[src/rtl/pc_peak_detector.sv]
// ---------------------------------------------------------------------------
// pc_peak_detector
//
// Consumes the complex output of the pulse compressor, produces a per-sample
// magnitude estimate (alpha-max-plus-beta-min, alpha = 1, beta = 3/8) and
// tracks the strongest range bin inside a fixed-length window that opens on
// every tagged pulse-start sample. One peak report is emitted per completed
// window.
//
// Ports:
//   clk              system clock
//   rst              synchronous reset, active high
//   data_valid_in    input sample strobe
//   pulse_start_in   marks the current valid sample as bin 0 of a new window
//   i_data_in        signed I sample (DATA_W)
//   q_data_in        signed Q sample (DATA_W)
//   threshold_in     unsigned detection threshold, sampled at report time
//   mag_valid_out    magnitude strobe, 3 cycles after data_valid_in
//   mag_out          unsigned magnitude estimate (MAG_W)
//   peak_valid_out   one-cycle pulse when a window completes
//   peak_mag_out     peak magnitude of the completed window
//   peak_idx_out     bin index of that peak
//   peak_detect_out  peak_mag_out >= threshold_in, qualified by peak_valid_out
//   window_abort_out one-cycle pulse when an open window is restarted
//
// Peak-tracking FSM:
//   state  | meaning
//   IDLE   | no window open; magnitudes stream out but are not tracked
//   ACTIVE | window open; bin_cnt_q is the index of the next untagged sample
// ---------------------------------------------------------------------------
module pc_peak_detector #(
  parameter int DATA_W     = 49,
  parameter int MAG_W      = DATA_W + 1,
  parameter int RANGE_BINS = 1024,
  parameter int IDX_W      = $clog2(RANGE_BINS)
) (
  input  logic                     clk,
  input  logic                     rst,
  input  logic                     data_valid_in,
  input  logic                     pulse_start_in,
  input  logic signed [DATA_W-1:0] i_data_in,
  input  logic signed [DATA_W-1:0] q_data_in,
  input  logic [MAG_W-1:0]         threshold_in,
  output logic                     mag_valid_out,
  output logic [MAG_W-1:0]         mag_out,
  output logic                     peak_valid_out,
  output logic [MAG_W-1:0]         peak_mag_out,
  output logic [IDX_W-1:0]         peak_idx_out,
  output logic                     peak_detect_out,
  output logic                     window_abort_out
);

  localparam logic [IDX_W-1:0] LAST_BIN = IDX_W'(RANGE_BINS - 1);

  typedef enum logic [0:0] {
    IDLE   = 1'b0,
    ACTIVE = 1'b1
  } state_t;

  // Absolute value kept as an unsigned DATA_W-bit quantity: the two's
  // complement negation of -2^(DATA_W-1) wraps to exactly 2^(DATA_W-1),
  // which is representable once the result is read as unsigned.
  function automatic logic [DATA_W-1:0] abs_val(input logic signed [DATA_W-1:0] x);
    logic [DATA_W-1:0] ux;
    ux = x;
    return ux[DATA_W-1] ? (~ux + DATA_W'(1)) : ux;
  endfunction

  // ---------------------------------------------------------------------------
  // Magnitude pipeline
  // ---------------------------------------------------------------------------
  logic              s1_valid, s1_tag;
  logic [DATA_W-1:0] s1_a, s1_b;
  logic              s2_valid, s2_tag;
  logic [DATA_W-1:0] s2_mx, s2_mn;
  logic              s3_valid, s3_tag;
  logic [MAG_W-1:0]  s3_mag;

  always_ff @(posedge clk) begin
    if (rst) begin
      s1_valid <= 1'b0;
      s1_tag   <= 1'b0;
      s1_a     <= '0;
      s1_b     <= '0;
    end else begin
      s1_valid <= data_valid_in;
      s1_tag   <= data_valid_in & pulse_start_in;
      s1_a     <= abs_val(i_data_in);
      s1_b     <= abs_val(q_data_in);
    end
  end

  always_ff @(posedge clk) begin
    if (rst) begin
      s2_valid <= 1'b0;
      s2_tag   <= 1'b0;
      s2_mx    <= '0;
      s2_mn    <= '0;
    end else begin
      s2_valid <= s1_valid;
      s2_tag   <= s1_tag;
      if (s1_a >= s1_b) begin
        s2_mx <= s1_a;
        s2_mn <= s1_b;
      end else begin
        s2_mx <= s1_b;
        s2_mn <= s1_a;
      end
    end
  end

  // 3/8 * mn approximated as mn/4 + mn/8 with each term truncated; the sum
  // stays below 2^MAG_W for every legal input, so no saturation is needed.
  always_ff @(posedge clk) begin
    if (rst) begin
      s3_valid <= 1'b0;
      s3_tag   <= 1'b0;
      s3_mag   <= '0;
    end else begin
      s3_valid <= s2_valid;
      s3_tag   <= s2_tag;
      s3_mag   <= MAG_W'(s2_mx) + MAG_W'(s2_mn >> 2) + MAG_W'(s2_mn >> 3);
    end
  end

  assign mag_valid_out = s3_valid;
  assign mag_out       = s3_mag;

  // ---------------------------------------------------------------------------
  // Peak-tracking FSM
  // ---------------------------------------------------------------------------
  state_t           state_q, state_d;
  logic [IDX_W-1:0] bin_cnt_q, bin_cnt_d;
  logic [MAG_W-1:0] peak_q, peak_d;
  logic [IDX_W-1:0] peak_idx_q, peak_idx_d;
  logic             report_d;
  logic             abort_d;

  always_ff @(posedge clk) begin
    if (rst) begin
      state_q    <= IDLE;
      bin_cnt_q  <= '0;
      peak_q     <= '0;
      peak_idx_q <= '0;
    end else begin
      state_q    <= state_d;
      bin_cnt_q  <= bin_cnt_d;
      peak_q     <= peak_d;
      peak_idx_q <= peak_idx_d;
    end
  end

  always_comb begin
    state_d    = state_q;
    bin_cnt_d  = bin_cnt_q;
    peak_d     = peak_q;
    peak_idx_d = peak_idx_q;
    report_d   = 1'b0;
    abort_d    = 1'b0;

    case (state_q)
      IDLE: begin
        if (s3_valid && s3_tag) begin
          state_d    = ACTIVE;
          bin_cnt_d  = IDX_W'(1);
          peak_d     = s3_mag;
          peak_idx_d = '0;
        end
      end

      ACTIVE: begin
        if (s3_valid) begin
          if (s3_tag) begin
            // A new tag wins even over the old window's final bin.
            abort_d    = 1'b1;
            bin_cnt_d  = IDX_W'(1);
            peak_d     = s3_mag;
            peak_idx_d = '0;
          end else begin
            // Strict compare keeps the earliest bin on ties.
            if (s3_mag > peak_q) begin
              peak_d     = s3_mag;
              peak_idx_d = bin_cnt_q;
            end
            bin_cnt_d = bin_cnt_q + IDX_W'(1);
            if (bin_cnt_q == LAST_BIN) begin
              report_d  = 1'b1;
              state_d   = IDLE;
              bin_cnt_d = '0;
            end
          end
        end
      end

      default: begin
        state_d = IDLE;
      end
    endcase
  end

  // Report registers: the final sample is already folded into peak_d, and the
  // threshold is compared in the same cycle the last magnitude is presented.
  always_ff @(posedge clk) begin
    if (rst) begin
      peak_valid_out   <= 1'b0;
      window_abort_out <= 1'b0;
      peak_mag_out     <= '0;
      peak_idx_out     <= '0;
      peak_detect_out  <= 1'b0;
    end else begin
      peak_valid_out   <= report_d;
      window_abort_out <= abort_d;
      if (report_d) begin
        peak_mag_out    <= peak_d;
        peak_idx_out    <= peak_idx_d;
        peak_detect_out <= (peak_d >= threshold_in);
      end
    end
  end

endmodule

[config.mk]
export PLATFORM = sky130hd
export DESIGN_NAME = pc_peak_detector
export DESIGN_NICKNAME = d
export VERILOG_FILES = /design/src/rtl/pc_peak_detector.sv
export SDC_FILE = /design/constraint.sdc
export NUM_CORES = 1
export LEC_CHECK = 0
export CORE_MARGIN = 2
export CORE_UTILIZATION = 55
export CTS_CLUSTER_DIAMETER = 200
export DETAILED_ROUTE_END_ITERATION = 10
export GPL_TIMING_DRIVEN = 1
export PLACE_DENSITY = 0.85
export SETUP_SLACK_MARGIN = 0.2
export SLEW_MARGIN = 20
export SYNTH_ARGS = -nofsm -noshare
export SYNTH_HDL_FRONTEND = slang
export SYNTH_SLANG_ARGS = --single-unit
[constraint.sdc]
create_clock -name clk -period 5.1 [get_ports clk]
set_clock_uncertainty 0.1 [all_clocks]
set_input_delay 1.02 -clock clk [delete_from_list [all_inputs] [get_ports clk]]
set_output_delay 1.02 -clock clk [all_outputs]
set_load 0.02 [all_outputs]
==> results.ini, run 1 <==
[yosys]
netlist_instances=2457
syn-num-nets=2856
synth_area_um2=21600
synth-async-reset-ratio_pct=0
synth.largest_area_cell=dfxtp_1
synth_flop_cell=dfxtp_1
synth-seq-area-share_pct=35.6
avgSynthCellArea_um2=8.80
synth.top_cell.area_share_pct=35.6
synth_edf_count=0
synth.top_cells.by_area=dfxtp_1 36%, ha_1 12%, mux2i_1 6.9%
ys_ff_latch=384
yosysUniqueCellTypes=72
yosys_warnings=0

[min_path]
hold_path_class=flop to flop
hold_depth=1
hold_start=s2_tag$_SDFF_PP0_
min_to=s3_tag$_SDFF_PP0_

[floorplan]
ios=266
rows=72
dieArea_um2=40900
die_y_um=202
core_um2=38700
initial_core_util_pct=55.8
die_x_um=202

[final_layout]
drive_gt1_share_pct=6.62
area_growth_pct=23.2
diodes=0
fin_nets=3103

[cts]
htree_levels=2
numCtsBuffers=38
clock_latency_ps=550
cts.sinks=384
clk_path_buf_depth=3
cts_root_buf=clkbuf_16
clkTransAtPathRegs_ps=60
cts_tree=done

[outcome]
outcome=finished clean

[timing]
setup_viol=0
grt_setup_unrepaired=no
fmax_mhz=207
hold_viol_final=0
final_max_slew_viol_count=0
period_share_pct=94.9
relSlewSlack_pct=21.4
worst_slack_ps=262
fin_setup_tns_ps=0
fin_crit_ps=4840
hold_slack_ps=337
tightest_slew_ps=1180

[setup_path]
crit_type=flop to flop
arrival_ps=5180
rr_startpoint=peak_q[45]$_SDFF_PP0_
start_kind=flop
reg2reg_depth=20
cp-end-kind=flop
timing.rr.end=peak_detect_out$_SDFFE_PP0P_
reg2reg_setup_slack_ps=260
worst-path-max-fanout=8
crit_required_ps=5440

[drt]
drtPass1Iterations=6
drt_iter0_drc=1410
routed_via_density=5.62
drc=0
wl_per_cell_um=17.6
drt.antenna.violating_nets=0
routed_wl_um=57200
num_vias=18300

[global_routing]
grt_pass1_vias=17800
overflow=0
grt_use_total_pct=27.0
grt_start_max_net_pins=135
grt_first_pass_wirelength_um=91300
antenna_found_initial=0

[pwr]
power-per-cell-area_nw_per_um2=328
p_leak_nw=11.9
ir_worst_vdd_uv=208

[place]
portBuffers=265
hpwl_um=42900
gp_congestion=0.976
pre_cts_slack_ps=-48.8

[job]
drv_cap=0

cells by family (layout without fill, tap and decap cells):
| group | count (synthesis) | in the layout | share of synthesized area, % |
|---|---|---|---|
| compound gates | 484 | 484 | 15.0 |
| xor+xnor | 125 | 125 | 5.07 |
| fa+ha+maj | 247 | 247 | 15.9 |
| buf+inv | 340 | 616 | 5.98 |
| flops | 384 | 384 | 35.6 |
| mux | 152 | 152 | 7.06 |
| simple gates | 725 | 725 | 15.4 |
layout make-up:
class                   instances  area, um2
multi-input cells            1733      13000
clock inverters                11        183
clock buffers                  58       1140
well taps                     518        648
repair buffers                312       3130
fillers                      3001      12100
flip-flops and latches        384       7690
inverters                     235        882
per-layer routing:
metal	up-vias	GRT usage, %	wire length, um	share of wire, %
met1	8557	37.3	26200	46
met5	-	0	0	0
met2	625	44.3	26100	46
met3	105	2.89	3110	5.4
li1	8983	-	-	-
met4	0	9.23	1730	3.0
what timing repair did:
item | in CTS | in global routing
gates cloned | 1 | 2
gates resized for setup | 10 | 55
hold buffers | 0 | 0
endpoints found under the setup margin | 1 | 1
pin swaps | 3 | 11
endpoints found under the hold margin | 0 | 0
setup buffers | 5 | 7
sequential cells by signal, indices dropped and copies added, names as in the netlist, 10 cells and up:
register      count
mag_out          50
s2_mn            47
peak_q           50
peak_idx_q       10
s1_b             49
bin_cnt_q        10
s2_mx            49
s1_a             49
peak_mag_out     50
peak_idx_out     10
stage by stage:
| step | power [mW] | instance area, um2 | utilization (%) | std cells |
|---|---|---|---|---|
| 3_3_place_gp | 5.69 | 24800 | 64.0 | 3167 |
| 5_1_grt | 9.13 | 26600 | 68.7 | 3251 |
| 6_report | 8.73 | 26600 | 68.7 | 3251 |
| 2_1_floorplan | 4.94 | 21600 | - | 2457 |
| 4_1_cts | 8.71 | 26300 | 67.8 | 3242 |
| 3_5_place_dp | 5.76 | 24800 | 64.0 | 3167 |
synth_stat cells, types with 19 or more instances:
cell type / count
a211oi_1: 80
a21o_1: 53
a21oi_1: 97
clkbuf_1: 88
dfxtp_1: 384
fa_1: 47
ha_1: 200
inv_1: 234
mux2i_1: 149
nand2_1: 187
nand3_1: 21
nand4_1: 35
nor2_1: 320
nor2b_1: 22
o21ai_0: 99
o31ai_1: 34
or3_1: 19
xnor2_1: 21
xor2_1: 104
critical path, cell delays in order, from the launching register on:
cell	delay, ps
dfxtp_2	360
inv_1	90
ha_4	280
nand4_1	160
nor4_2	390
buf_4	180
nand4_1	110
o41a_1	380
o21ai_1	130
a21o_2	240
buf_12	150
buf_12	150
mux2i_4	250
inv_1	100
ha_1	320
nand2_2	100
nor4_4	250
nand4_1	210
or2_4	280
a211o_1	250
a311oi_2	250
report_power, final:
| group | switching (mW) | internal, mW | leakage [nW] |
|---|---|---|---|
| clock | 1.18 | 1.75 | 0.639 |
| sequential | 0.235 | 3.24 | 3.15 |
| combinational | 1.31 | 1.01 | 8.12 |
worst max-delay path by stage:
| stage | endpoint | start | slack, ps |
|---|---|---|---|
| after floorplan | peak_detect_out$_SDFFE_PP0P_ | mag_out[47]$_SDFF_PP0_ | 440 |
| after global placement | peak_detect_out$_SDFFE_PP0P_ | peak_q[47]$_SDFF_PP0_ | 120 |
| after detailed placement | peak_detect_out$_SDFFE_PP0P_ | peak_q[48]$_SDFF_PP0_ | -50 |
| after CTS | peak_detect_out$_SDFFE_PP0P_ | peak_q[45]$_SDFF_PP0_ | 210 |
| after global routing | peak_detect_out$_SDFFE_PP0P_ | peak_q[45]$_SDFF_PP0_ | 110 |
| final | peak_detect_out$_SDFFE_PP0P_ | peak_q[45]$_SDFF_PP0_ | 260 |
cells in the final DEF (no fill, tap or decap), types with 16 or more instances in the layout:
| cell type | netlist | layout |
|---|---|---|
| o41ai_1 | 17 | 16 |
| clkbuf_16 | 0 | 41 |
| mux2i_1 | 149 | 127 |
| nand4_1 | 35 | 35 |
| xnor2_1 | 21 | 21 |
| dfxtp_1 | 384 | 380 |
| a211oi_1 | 80 | 80 |
| clkdlybuf4s50_1 | 0 | 264 |
| nor2_1 | 320 | 320 |
| a21oi_1 | 97 | 97 |
| or4_1 | 17 | 17 |
| xor2_1 | 104 | 104 |
| nand2_1 | 187 | 184 |
| o21ai_0 | 99 | 96 |
| inv_1 | 234 | 233 |
| a21o_1 | 53 | 52 |
| ha_1 | 200 | 196 |
| nor2b_1 | 22 | 22 |
| o31ai_1 | 34 | 34 |
| nand3_1 | 21 | 21 |
| fa_1 | 47 | 47 |
| buf_4 | 0 | 36 |
| or3_1 | 19 | 19 |
Note: power is estimated with default switching activity, not from simulation.
==> run 2, diff against run 1 <==
REMOVE_ABC_BUFFERS = 1   (was default)
==> results.ini, run 2 (same netlist as run 1, synthesis figures left out) <==
[timing]
setup_viol=0  ; unchanged
grt_setup_unrepaired=no
period_share_pct=91.9  ; -3.0 points
tightest_slew_ps=1030  ; -146 ps
hold_viol_final=0  ; unchanged
final_max_slew_viol_count=0  ; unchanged
fin_setup_tns_ps=0  ; unchanged
fmax_mhz=213  ; +3.2%
fin_crit_ps=4690  ; -152 ps
relSlewSlack_pct=31.3  ; +9.9 points
worst_slack_ps=414  ; +152 ps
hold_slack_ps=347  ; +10.5 ps

[place]
portBuffers=265  ; unchanged
place_area_um2=24900  ; +0.29%
pre_cts_slack_ps=276  ; +325 ps
hpwl_um=42600  ; -0.84%
dp.cells=3175  ; +0.25%
gp_congestion=0.913  ; -6.5%

[floorplan]
die_y_um=202  ; unchanged
die_x_um=202  ; unchanged
initial_core_util_pct=55.8  ; unchanged
ios=266  ; unchanged
rows=72  ; unchanged
dieArea_um2=40900  ; unchanged
core_um2=38700  ; unchanged

[pwr]
p_int_mw=6.02  ; +0.31%
power-per-cell-area_nw_per_um2=329  ; +0.35%
pwr-share-clk_pct=34.0  ; +0.4 points
seq_power_share_pct=39.8  ; about the same
sw_frac_of_total_pct=30.8  ; -0.36 points
comb_power_share_pct=26.2  ; -0.4 points
power.total_mw=8.71  ; -0.21%
switchingPower_mw=2.69  ; -1.4%
p_leak_nw=12.0  ; +0.52%
ir_worst_vdd_uv=210  ; +0.91%

[global_routing]
overflow=0  ; unchanged
grt_first_pass_wirelength_um=88800  ; -2.8%
grt_pass1_vias=18000  ; +0.99%
grt_start_max_net_pins=181  ; +34%
grt_use_total_pct=26.3  ; -0.73 points
antenna_found_initial=0  ; unchanged

[setup_path]
start_kind=flop
crit_type=flop to flop
slowest_delay_ps=460  ; +70 ps
crit_chain=inv_1 -> ha_1 -> a21o_1 -> a21o_1 -> a21oi_1 -> o21ai_0 -> nor4_1 -> a21o_2 -> buf_12 -> buf_12 -> mux2i_1 -> inv_1 -> ha_1 -> o21a_1 -> o21a_1 -> o21ai_0 -> a21boi_0 -> o21ai_0 -> buf_4 -> a211o_1 -> a311oi_1
slowest_stage=nor4_1
crit_required_ps=5430  ; about the same
arrival_ps=5020  ; -160 ps
cp-end-kind=flop
crit_top_cell=o21ai_0
reg2reg_setup_slack_ps=410  ; +150 ps
worst-path-max-fanout=7  ; -1

[final_layout]
diodes=0  ; unchanged
postLayoutCellArea_um2=26500  ; -0.56%
stdcell_count=3252  ; +0.031%
drive_gt1_share_pct=5.82  ; -0.81 points
fin_nets=3104  ; +0.032%
area_growth_pct=22.5
nFillCells=2999  ; -0.067%
layout_commonest_cell=dfxtp_1
most-common-layout-cells=384 x dfxtp_1, 320 x nor2_1, 264 x clkdlybuf4s50_1
utilization_pct=68.4  ; -0.38 points

[cts]
htree_levels=2  ; unchanged
clkTransAtPathRegs_ps=60  ; about the same
cts_root_buf=clkbuf_16
cts_tree=done
clock_latency_ps=530  ; -20 ps
clk_path_buf_depth=3  ; unchanged
numCtsBuffers=40  ; +5.3%
cts_hold_buf=0  ; unchanged
cts.sinks=384  ; unchanged

[drt]
wl_per_cell_um=17.2  ; -2.1%
drc=0  ; unchanged
drt.antenna.violating_nets=0  ; unchanged
routed_via_density=5.60  ; -0.38%
drt_iter0_drc=1361  ; -3.5%
routed_wl_um=56000  ; -2.1%
drtPass1Iterations=6  ; unchanged
num_vias=18200  ; -0.34%

[outcome]
outcome=finished clean

[min_path]
hold_path_class=flop to flop

[job]
drv_cap=0  ; unchanged

## run 2: cell count changes in the layout (fill, tap and decap cells not counted), sizes merged
cell | before | now
buf | 45 | 42
clkinvlp | 2 | 3
inv | 235 | 236
clkinv | 5 | 7
## run 2: path summary, 6_finish.rpt
| kind | from | end | depth (start not counted) |
|---|---|---|---|
| max | peak_q[47]$_SDFF_PP0_ | peak_detect_out$_SDFFE_PP0P_ | 21 |
| min | s2_valid$_SDFF_PP0_ | mag_valid_out$_SDFF_PP0_ | 1 |
| max reg2reg | peak_q[47]$_SDFF_PP0_ | peak_detect_out$_SDFFE_PP0P_ | 21 |
| min reg2reg | s2_valid$_SDFF_PP0_ | mag_valid_out$_SDFF_PP0_ | 1 |
## run 2: cell type report
type                       instances  area (um2)  share of cell area, %
clock buffer                      56        1150                   4.35
multi-input combinational       1733       12800                   48.3
timing repair buffer             311        3130                   11.8
inverter                         235         883                   3.34
tap                              518         648                   2.45
sequential                       384        7690                   29.0
clock inverter                    15         194                  0.732
## run 2: power by group through the flow
stage	Combinational (mW)	Sequential (mW)	Clock (mW)
after floorplan	1.38	3.56	0
after global placement	2.15	3.51	0
after detailed placement	2.22	3.52	0
after CTS	2.25	3.46	3.01
after global routing	2.50	3.50	3.12
final	2.28	3.47	2.96
## run 2: timing repair
| action | in CTS | in global routing |
|---|---|---|
| hold endpoints to repair | 0 | 0 |
| endpoints found under the setup margin | 0 | 1 |
| gates resized for setup | 0 | 25 |
| setup buffers | 0 | 2 |
## run 2: routing by layer
layer	vias up	share of wire, %	global-route usage (%)	wire (um)
met4	0	3.6	9.36	2010
met2	577	48	46.1	26800
met5	-	0	0	0
li1	8975	-	-	-
met3	106	4.6	2.74	2600
met1	8549	44	33.7	24600
## run 2: critical path, delay by kind of cell (launching register included)
kind            cells  cell delay (ps)
compound gates     12             2140
fa+ha+maj           2              590
buf+inv             5              600
flops               1              330
mux                 1              350
simple gates        1              460
